### src/rtl/flow_pkg.sv
// Constants and FSM state type shared by the optical-flow pyramid blocks.
package flow_pkg;

    localparam int FLOW_WIDTH_DEF = 16;
    localparam int ADDR_WIDTH_DEF = 17;

    typedef enum logic [2:0] {
        ST_IDLE,
        ST_READ,
        ST_WAIT_READ,
        ST_SCALE,
        ST_WRITE
    } flow_state_e;

endpackage

### src/rtl/flow_sat_double.sv
// Combinational x2 of a signed flow component.
// FLOW_UPSAMPLE_SAT_EN selects clamping on overflow; otherwise the result wraps.
module flow_sat_double
    import flow_pkg::*;
#(
    parameter int FLOW_WIDTH = FLOW_WIDTH_DEF
) (
    input  logic signed [FLOW_WIDTH-1:0] in_i,
    output logic signed [FLOW_WIDTH-1:0] out_o
);

`ifdef FLOW_UPSAMPLE_SAT_EN
    localparam logic signed [FLOW_WIDTH-1:0] MAX_VAL = {1'b0, {(FLOW_WIDTH-1){1'b1}}};
    localparam logic signed [FLOW_WIDTH-1:0] MIN_VAL = {1'b1, {(FLOW_WIDTH-1){1'b0}}};

    // Overflow happens exactly when the two top bits disagree.
    always_comb begin
        if (in_i[FLOW_WIDTH-1] == in_i[FLOW_WIDTH-2]) begin
            out_o = {in_i[FLOW_WIDTH-2:0], 1'b0};
        end else if (in_i[FLOW_WIDTH-1]) begin
            out_o = MIN_VAL;
        end else begin
            out_o = MAX_VAL;
        end
    end
`else
    assign out_o = {in_i[FLOW_WIDTH-2:0], 1'b0};
`endif

endmodule

### src/rtl/flow_upsampler.sv
// Upsamples one coarse flow level into 2x2 fine blocks of doubled vectors.
// Build with FLOW_UPSAMPLE_SAT_EN to saturate the doubling instead of wrapping.
module flow_upsampler
    import flow_pkg::*;
#(
    parameter int FLOW_WIDTH = FLOW_WIDTH_DEF,
    parameter int WIDTH      = 160,
    parameter int HEIGHT     = 120,
    parameter int ADDR_WIDTH = ADDR_WIDTH_DEF
) (
    input  logic                  clk,
    input  logic                  rst,
    input  logic                  start,
    output logic                  busy,
    output logic                  done,
    output logic [ADDR_WIDTH-1:0] coarse_flow_addr,
    output logic                  coarse_flow_re,
    input  logic [FLOW_WIDTH-1:0] coarse_flow_u_data,
    input  logic [FLOW_WIDTH-1:0] coarse_flow_v_data,
    output logic [ADDR_WIDTH-1:0] base_flow_addr,
    output logic [FLOW_WIDTH-1:0] base_flow_u_data,
    output logic [FLOW_WIDTH-1:0] base_flow_v_data,
    output logic                  base_flow_we
);

    localparam logic [ADDR_WIDTH-1:0] CX_LAST  = ADDR_WIDTH'(WIDTH / 2 - 1);
    localparam logic [ADDR_WIDTH-1:0] CY_LAST  = ADDR_WIDTH'(HEIGHT / 2 - 1);
    localparam logic [ADDR_WIDTH-1:0] ROW_STEP = ADDR_WIDTH'(2 * WIDTH);
    localparam logic [ADDR_WIDTH-1:0] DY_STEP  = ADDR_WIDTH'(WIDTH - 1);
    localparam logic [ADDR_WIDTH-1:0] ONE      = ADDR_WIDTH'(1);

    flow_state_e           state_q;
    logic [ADDR_WIDTH-1:0] cx_q;
    logic [ADDR_WIDTH-1:0] cy_q;
    logic [ADDR_WIDTH-1:0] row_base_q;
    logic [1:0]            sub_q;
    logic [FLOW_WIDTH-1:0] u_raw_q;
    logic [FLOW_WIDTH-1:0] v_raw_q;
    logic [ADDR_WIDTH-1:0] coarse_addr_q;
    logic                  re_q;
    logic [ADDR_WIDTH-1:0] base_addr_q;
    logic [FLOW_WIDTH-1:0] base_u_q;
    logic [FLOW_WIDTH-1:0] base_v_q;
    logic                  we_q;
    logic                  done_q;
    logic [FLOW_WIDTH-1:0] dbl_u_d;
    logic [FLOW_WIDTH-1:0] dbl_v_d;
    logic                  last_pixel_d;

    flow_sat_double #(.FLOW_WIDTH(FLOW_WIDTH)) u_dbl_u (.in_i(u_raw_q), .out_o(dbl_u_d));
    flow_sat_double #(.FLOW_WIDTH(FLOW_WIDTH)) u_dbl_v (.in_i(v_raw_q), .out_o(dbl_v_d));

    assign last_pixel_d = (cx_q == CX_LAST) && (cy_q == CY_LAST);

    // row_base_q tracks 2*cy*WIDTH so fine addresses need only adds.
    always_ff @(posedge clk) begin
        if (rst) begin
            state_q       <= ST_IDLE;
            cx_q          <= '0;
            cy_q          <= '0;
            row_base_q    <= '0;
            sub_q         <= '0;
            u_raw_q       <= '0;
            v_raw_q       <= '0;
            coarse_addr_q <= '0;
            re_q          <= 1'b0;
            base_addr_q   <= '0;
            base_u_q      <= '0;
            base_v_q      <= '0;
            we_q          <= 1'b0;
            done_q        <= 1'b0;
        end else begin
            re_q   <= 1'b0;
            we_q   <= 1'b0;
            done_q <= 1'b0;
            case (state_q)
                ST_IDLE: begin
                    if (start) begin
                        state_q       <= ST_READ;
                        re_q          <= 1'b1;
                        coarse_addr_q <= '0;
                    end
                end
                ST_READ: begin
                    state_q <= ST_WAIT_READ;
                end
                ST_WAIT_READ: begin
                    u_raw_q <= coarse_flow_u_data;
                    v_raw_q <= coarse_flow_v_data;
                    state_q <= ST_SCALE;
                end
                ST_SCALE: begin
                    state_q     <= ST_WRITE;
                    sub_q       <= 2'd0;
                    we_q        <= 1'b1;
                    base_addr_q <= row_base_q + {cx_q[ADDR_WIDTH-2:0], 1'b0};
                    base_u_q    <= dbl_u_d;
                    base_v_q    <= dbl_v_d;
                end
                ST_WRITE: begin
                    sub_q <= sub_q + 2'd1;
                    if (sub_q != 2'd3) begin
                        // After (0,1) step down a fine row and back one column.
                        we_q        <= 1'b1;
                        base_addr_q <= base_addr_q + ((sub_q == 2'd1) ? DY_STEP : ONE);
                        done_q      <= last_pixel_d && (sub_q == 2'd2);
                    end else if (last_pixel_d) begin
                        state_q    <= ST_IDLE;
                        cx_q       <= '0;
                        cy_q       <= '0;
                        row_base_q <= '0;
                    end else begin
                        state_q       <= ST_READ;
                        re_q          <= 1'b1;
                        coarse_addr_q <= coarse_addr_q + ONE;
                        if (cx_q == CX_LAST) begin
                            cx_q       <= '0;
                            cy_q       <= cy_q + ONE;
                            row_base_q <= row_base_q + ROW_STEP;
                        end else begin
                            cx_q <= cx_q + ONE;
                        end
                    end
                end
                default: state_q <= ST_IDLE;
            endcase
        end
    end

    assign busy             = (state_q != ST_IDLE);
    assign done             = done_q;
    assign coarse_flow_addr = coarse_addr_q;
    assign coarse_flow_re   = re_q;
    assign base_flow_addr   = base_addr_q;
    assign base_flow_u_data = base_u_q;
    assign base_flow_v_data = base_v_q;
    assign base_flow_we     = we_q;

endmodule

### config.mk
export PLATFORM = sky130hd
export DESIGN_NAME = flow_upsampler
export DESIGN_NICKNAME = d
export VERILOG_FILES = /design/src/rtl/flow_pkg.sv /design/src/rtl/flow_sat_double.sv /design/src/rtl/flow_upsampler.sv
export SDC_FILE = /design/constraint.sdc
export NUM_CORES = 1
export LEC_CHECK = 0
export ABC_AREA = 0
export CAP_MARGIN = 30
export CORE_MARGIN = 4
export CORE_UTILIZATION = 45
export CTS_BUF_LIST = sky130_fd_sc_hd__clkbuf_4 sky130_fd_sc_hd__clkbuf_8
export CTS_CLUSTER_SIZE = 14
export DETAILED_ROUTE_END_ITERATION = 10
export HOLD_SLACK_MARGIN = 0.1
export PLACE_DENSITY = 0.73
export REMOVE_ABC_BUFFERS = 1
export SLEW_MARGIN = 30
export SYNTH_ARGS = -nofsm -noshare
export SYNTH_HDL_FRONTEND = slang
export SYNTH_SLANG_ARGS = --single-unit
### constraint.sdc
create_clock -name clk -period 7.9 [get_ports clk]
set_input_delay 0.79 -clock clk [delete_from_list [all_inputs] [get_ports clk]]
set_output_delay 0.79 -clock clk [all_outputs]
set_load 0.01 [all_outputs]
Word-level counts from Yosys, hierarchy flattened
Cells that the tools add are included.
Word-level totals
  register bits after elaboration: 153
  bits of input ports: 35
  output and inout port bits: 70
  word-level logic and storage cells: 73
Cells by class
  add/sub/neg operators: 7
  equal/unequal tests: 13
  muxes and demuxes: 24
  bitwise operators: 2
  reductions and logical operators: 13
Operator list (count)
  $mux 17: 10
  $pmux 17 s2: 2
  $add 17x1->17 const B: 3
  $add 17x17->17: 1
  $add 17x8->17: 1
  $add 17x9->17 const B: 1
  $eq 17x6->1 const B: 1
  $eq 17x7->1 const B: 1
  $pmux 3 s5: 1
  $ne 2x2->1 const B: 5
  $mux 8: 1
  $eq 3x2->1 const B: 2
  $mux 3: 2
  $reduce_and 2->1: 3
  $reduce_bool 2->1: 3
  $mux 1: 5
  $pmux 1 s2: 2
  $pmux 2 s2: 1
  $reduce_and 4->1: 1
  $eq 3x1->1 const B: 1
  $eq 3x3->1 const B: 1
  $logic_not 3->1: 1
  $reduce_and 3->1: 1
  $reduce_bool 3->1: 1
  other kinds (6): 8

Logic depth before layout (Yosys ltp)
  depth after elaboration: 5
  depth in mapped cells: 11
  mapped depth without buffers: 10

Modules after synthesis
A second synthesis with hierarchy kept.
Second synthesis, totals
  cells, all modules: 902
  area, all modules: 7255.7 um^2
Modules (own cells, without submodules)
  flow_upsampler: instances 1, cells an instance 868, area each 7008.0 um^2
  flow_sat_double: instances 2, cells an instance 17, area each 123.9 um^2

Worst setup path after synthesis
No wires, ideal clock.
  path kind: register to register
  start point: register sub_q[0]
  end point: register base_addr_q[16], in the netlist base_flow_addr[16]
  arrival time: 2.964 ns
  data required time: 7.823 ns
  setup slack: 4.860 ns
  cell stages (with the launch flop): 11
  period minus slack after synthesis: 3.040 ns
  cells stage by stage: dfxtp_1 -> ha_1 -> clkbuf_1 -> xor2_1 -> ha_1 -> and4bb_1 -> o32a_2 -> a41oi_4 -> or3b_4 -> or4_4 -> a41oi_2
On the way
  word-level cells in the longest chain between the ends: 5
Ends and longest elaborated chain
  start, declared: RTL line flow_upsampler.sv:36  | logic [1:0] sub_q;
  start signal, assigned: RTL line flow_upsampler.sv:101  | sub_q <= sub_q + 2'd1;
  $eq 2x1->1: RTL line flow_upsampler.sv:105  | base_addr_q <= base_addr_q + ((sub_q == 2'd1) ? DY_STEP : ONE);
  $mux 8: RTL line flow_upsampler.sv:105
  $add 17x8->17: RTL line flow_upsampler.sv:105
  $mux 17: RTL line flow_upsampler.sv:102  | if (sub_q != 2'd3) begin
  $pmux 17 s2: RTL line flow_upsampler.sv:76  | case (state_q)
  end signal, assigned: RTL line flow_upsampler.sv:96  | base_addr_q <= row_base_q + {cx_q[ADDR_WIDTH-2:0], 1'b0};
  end signal, assigned: RTL line flow_upsampler.sv:105
  end, declared: RTL line flow_upsampler.sv:41  | logic [ADDR_WIDTH-1:0] base_addr_q;
Several ways; a longest one is shown, not always the timed one. The select of a mux whose other input is x is not followed.
A chain may end at the register's enable or synchronous reset.

Worst setup path after layout
Same ends and word-level chain as after synthesis.

==> flow_metrics.tcl <==
set metrics [dict create \
    cts-root-buf "clkbuf_8" \
    setup_violations 0 \
    post_synth_mux_area_share 0.00581 \
    wirelength_microns 15600 \
    synth-compound-area-share 0.161 \
    vias 6017 \
    critPathArrivalTime_ns 3.59 \
    cts.path.max_buffers 2 \
    post_synth_edffs 0 \
    adder_cell_area_share_of_the_yosys_netlist 0.0345 \
    max-vdd-ir-drop_v 0.0000950 \
    final_layout_size_suffix_gt1_frac 0.0607 \
    rsz0062_at_grt "no" \
    port_buffers 100 \
    cts_inserted_buffers 17 \
    clock-sinks 147 \
    clock_latency_late_sink_ns 0.44 \
    antenna_cells 0 \
    grt_start_max_net_pins 58 \
    synth_ff_type "dfxtp_1" \
    initial_core_util 0.467 \
    netlist_top_cells_area "dfxtp_1 (43%), nand2_1 (9.9%), a21oi_1 (6.7%)" \
    drt_drc_violations_left 0 \
    critical_path.reg2reg.startpoint "sub_q[0]" \
    ys_seq_elements 147 \
    synth.yosys.warnings 0 \
    grt_first_pass_wirelength_microns 26200 \
    drt-initial-drc-count 248 \
    antenna_left 0 \
    final_setup_slack_of_the_worst_path_ns 4.67 \
    final_net_count 980 \
    cap_viol_max_count 0 \
    synthDistinctLibCells 75 \
    post_cts.resized_instances 0 \
    die_width_microns 132 \
    grt_pass1_vias 5492 \
    ioPinCount 105 \
    clock_power_share 0.385 \
    measured_slew_at_the_worst_slew_check_pin_ns 0.824 \
    clock-skew-final_ns 0.00940 \
    criticalPathCategory "reg2reg" \
    sw_frac_of_total 0.272 \
    post_synth.cell_area_avg_sq_um 8.09 \
    grt_antenna_before_repair 0 \
    dp.final_hpwl_microns 10500 \
    slew_violations 0 \
    finalHoldViolCount 0 \
    hold-path-cell-count 2 \
    synth-simple-area-share 0.260 \
    min_period_over_period 0.409 \
    async_flop_share 0 \
    status "finished clean" \
    placement.setup.worst_slack_ns 4.70 \
    timing.critical_path.fanout_max 15 \
    grt-ovfl-total 0 \
    h_tree_depth 4 \
    setup.worst_path.end_class "register" \
    critical_path.reg2reg.endpoint "base_flow_addr[16]" \
    globalRouteMet3Util 0.0375 \
    synth_largest_area_cell "dfxtp_1" \
    die_h_microns 132 \
    area_delta_synth_final_pct 21.1 \
    dieArea_sq_um 17300 \
    multiInputGateArea_sq_um 3710 \
    power.internal_w 0.00107 \
    tritoncts "built" \
    sequentialPowerShare 0.529 \
    drt_first_pass_iters 4 \
    worst-r2r-setup-slack_ns 4.67 \
    dpl_cell_area_sq_um 7960 \
    fmax_mhz 310 \
    hold_class "reg2reg" \
    synth.cell_area_sq_um 6890 \
    flip_flop_and_latch_area_sq_um 2940 \
    gp_congestion 0.799 \
    sequential_share_of_the_synthesized_area 0.427 \
    total_power_w 0.00146 \
    synth_most_common_cell "nand2_1" \
    grtUsageMet2 0.288 \
    maxSlewHeadroom 0.446 \
    clk_pin_slew_ns 0.09 \
    hold_start "u_raw_q[10]" \
    post_drt_wl_per_cell_microns 13.9 \
    setup.worst_path.start_class "register" \
    post_synth_inst_count 851 \
    fp.coreArea_sq_um 14800 \
    setup.worst_path.start "sub_q[0]" \
    min_tclk_post_route_ns 3.23 \
    grt.met1_usage 0.238 \
    n_fill_cell 1391 \
    comb_power_frac 0.086 \
    post_drt_via_cell_ratio 5.36 \
    worst-r2r-cell-count 9 \
    synthXorXnorAreaFrac 0.0725 \
    grt_most_used_layer "met2" \
    main_combinational_cell_family_by_area_after_synthesis "simple AND/OR/NAND/NOR gates" \
    power-per-cell-area_nw_per_um2 175 \
    yosys.area.top_type_share 0.427 \
    rows 44 \
    cts_setup_buffers 0 \
    worst_path_required_ns 8.26 \
    grt_usage 0.178 \
    power_leakage_nw 2.93 \
    ys_top_cells_by_count "nand2_1 (181), dfxtp_1 (147), a21oi_1 (92)" \
    setup_tns_ns 0 \
    holdBufCountCts 0 \
    power.net_switching_w 0.000399 \
    hold_end "base_flow_u_data[11]" \
    stdcell_area_sq_um 8340 \
]
-- final cells by class --
type                       instances  share of cell area
multi-input combinational        643               0.445
sequential                       147               0.353
timing repair buffer             105               0.124
clock buffer                      17              0.0281
tap                              184              0.0276
clock inverter                    15              0.0174
inverter                          12             0.00540
-- metrics by stage --
stage / hold slack, ns / std cells / utilization
global route: 0.469 / 1123 / 0.565
CTS: 0.455 / 1123 / 0.565
floorplan: 0.426 / 802 / -
finish: 0.448 / 1123 / 0.565
global placement: 0.437 / 1091 / 0.538
detailed placement: 0.443 / 1091 / 0.539
-- flip-flops by register name, indices dropped and copies added, names as in the netlist --
register	count
coarse_flow_addr	17
cx_q	17
done	1
base_flow_we	1
row_base_q	11
sub_q	2
u_raw_q	15
base_flow_v_data	15
cy_q	17
v_raw_q	15
coarse_flow_re	1
state_q	3
base_flow_u_data	15
base_flow_addr	17
-- worst max-delay path by stage --
stage,end,slack [ns],cells after the start
finish,base_flow_addr[16],4.67,9
global placement,base_flow_addr[16],4.75,9
floorplan,base_flow_addr[16],4.99,9
detailed placement,base_flow_addr[16],4.70,9
CTS,base_flow_addr[16],4.67,9
global route,base_flow_addr[16],4.44,9
-- worst max-delay path: stages (launching register included) --
cell,delay [ns]
dfxtp_1,0.44
ha_1,0.54
xor2_1,0.20
ha_1,0.26
and4bb_1,0.22
o32a_2,0.20
a41oi_4,0.16
or3b_4,0.47
or4_4,0.49
a41oi_2,0.19
-- metal layers --
metal	vias up	wire length, microns
met5	-	0
met4	0	210
met3	19	596
met2	127	7040
met1	2782	7710
li1	3089	-
-- kinds of logic (layout without fill, tap and decap cells) --
group / after synthesis / after routing
xor+xnor: 57 / 57
flops: 147 / 147
compound gates: 176 / 176
simple gates: 385 / 385
fa+ha+maj: 19 / 19
buf+inv: 62 / 149
mux: 4 / 4
other cells: 1 / 2
-- cell usage in the layout, fill, tap and decap left out, types with 9 or more instances in the layout --
cell type,instances
nand2_1,179
dfxtp_1,147
clkdlybuf4s50_1,99
a21oi_1,92
nor2_1,86
xor2_1,36
nand3_1,22
xnor2_1,21
ha_1,19
clkbuf_8,17
o21ai_0,15
nand4_1,13
and3_1,12
inv_1,11
nor3_1,10
nor4_1,10
or3_1,9
-- power groups by stage --
stage	sequential, W	combinational [W]	clock, W
6_report	0.000775	0.000125	0.000563
4_1_cts	0.000775	0.000127	0.000580
3_3_place_gp	0.000791	0.000123	0
3_5_place_dp	0.000792	0.000126	0
5_1_grt	0.000778	0.000141	0.000605
2_1_floorplan	0.000791	0.0000634	0
(Power assumes the default switching activity.)
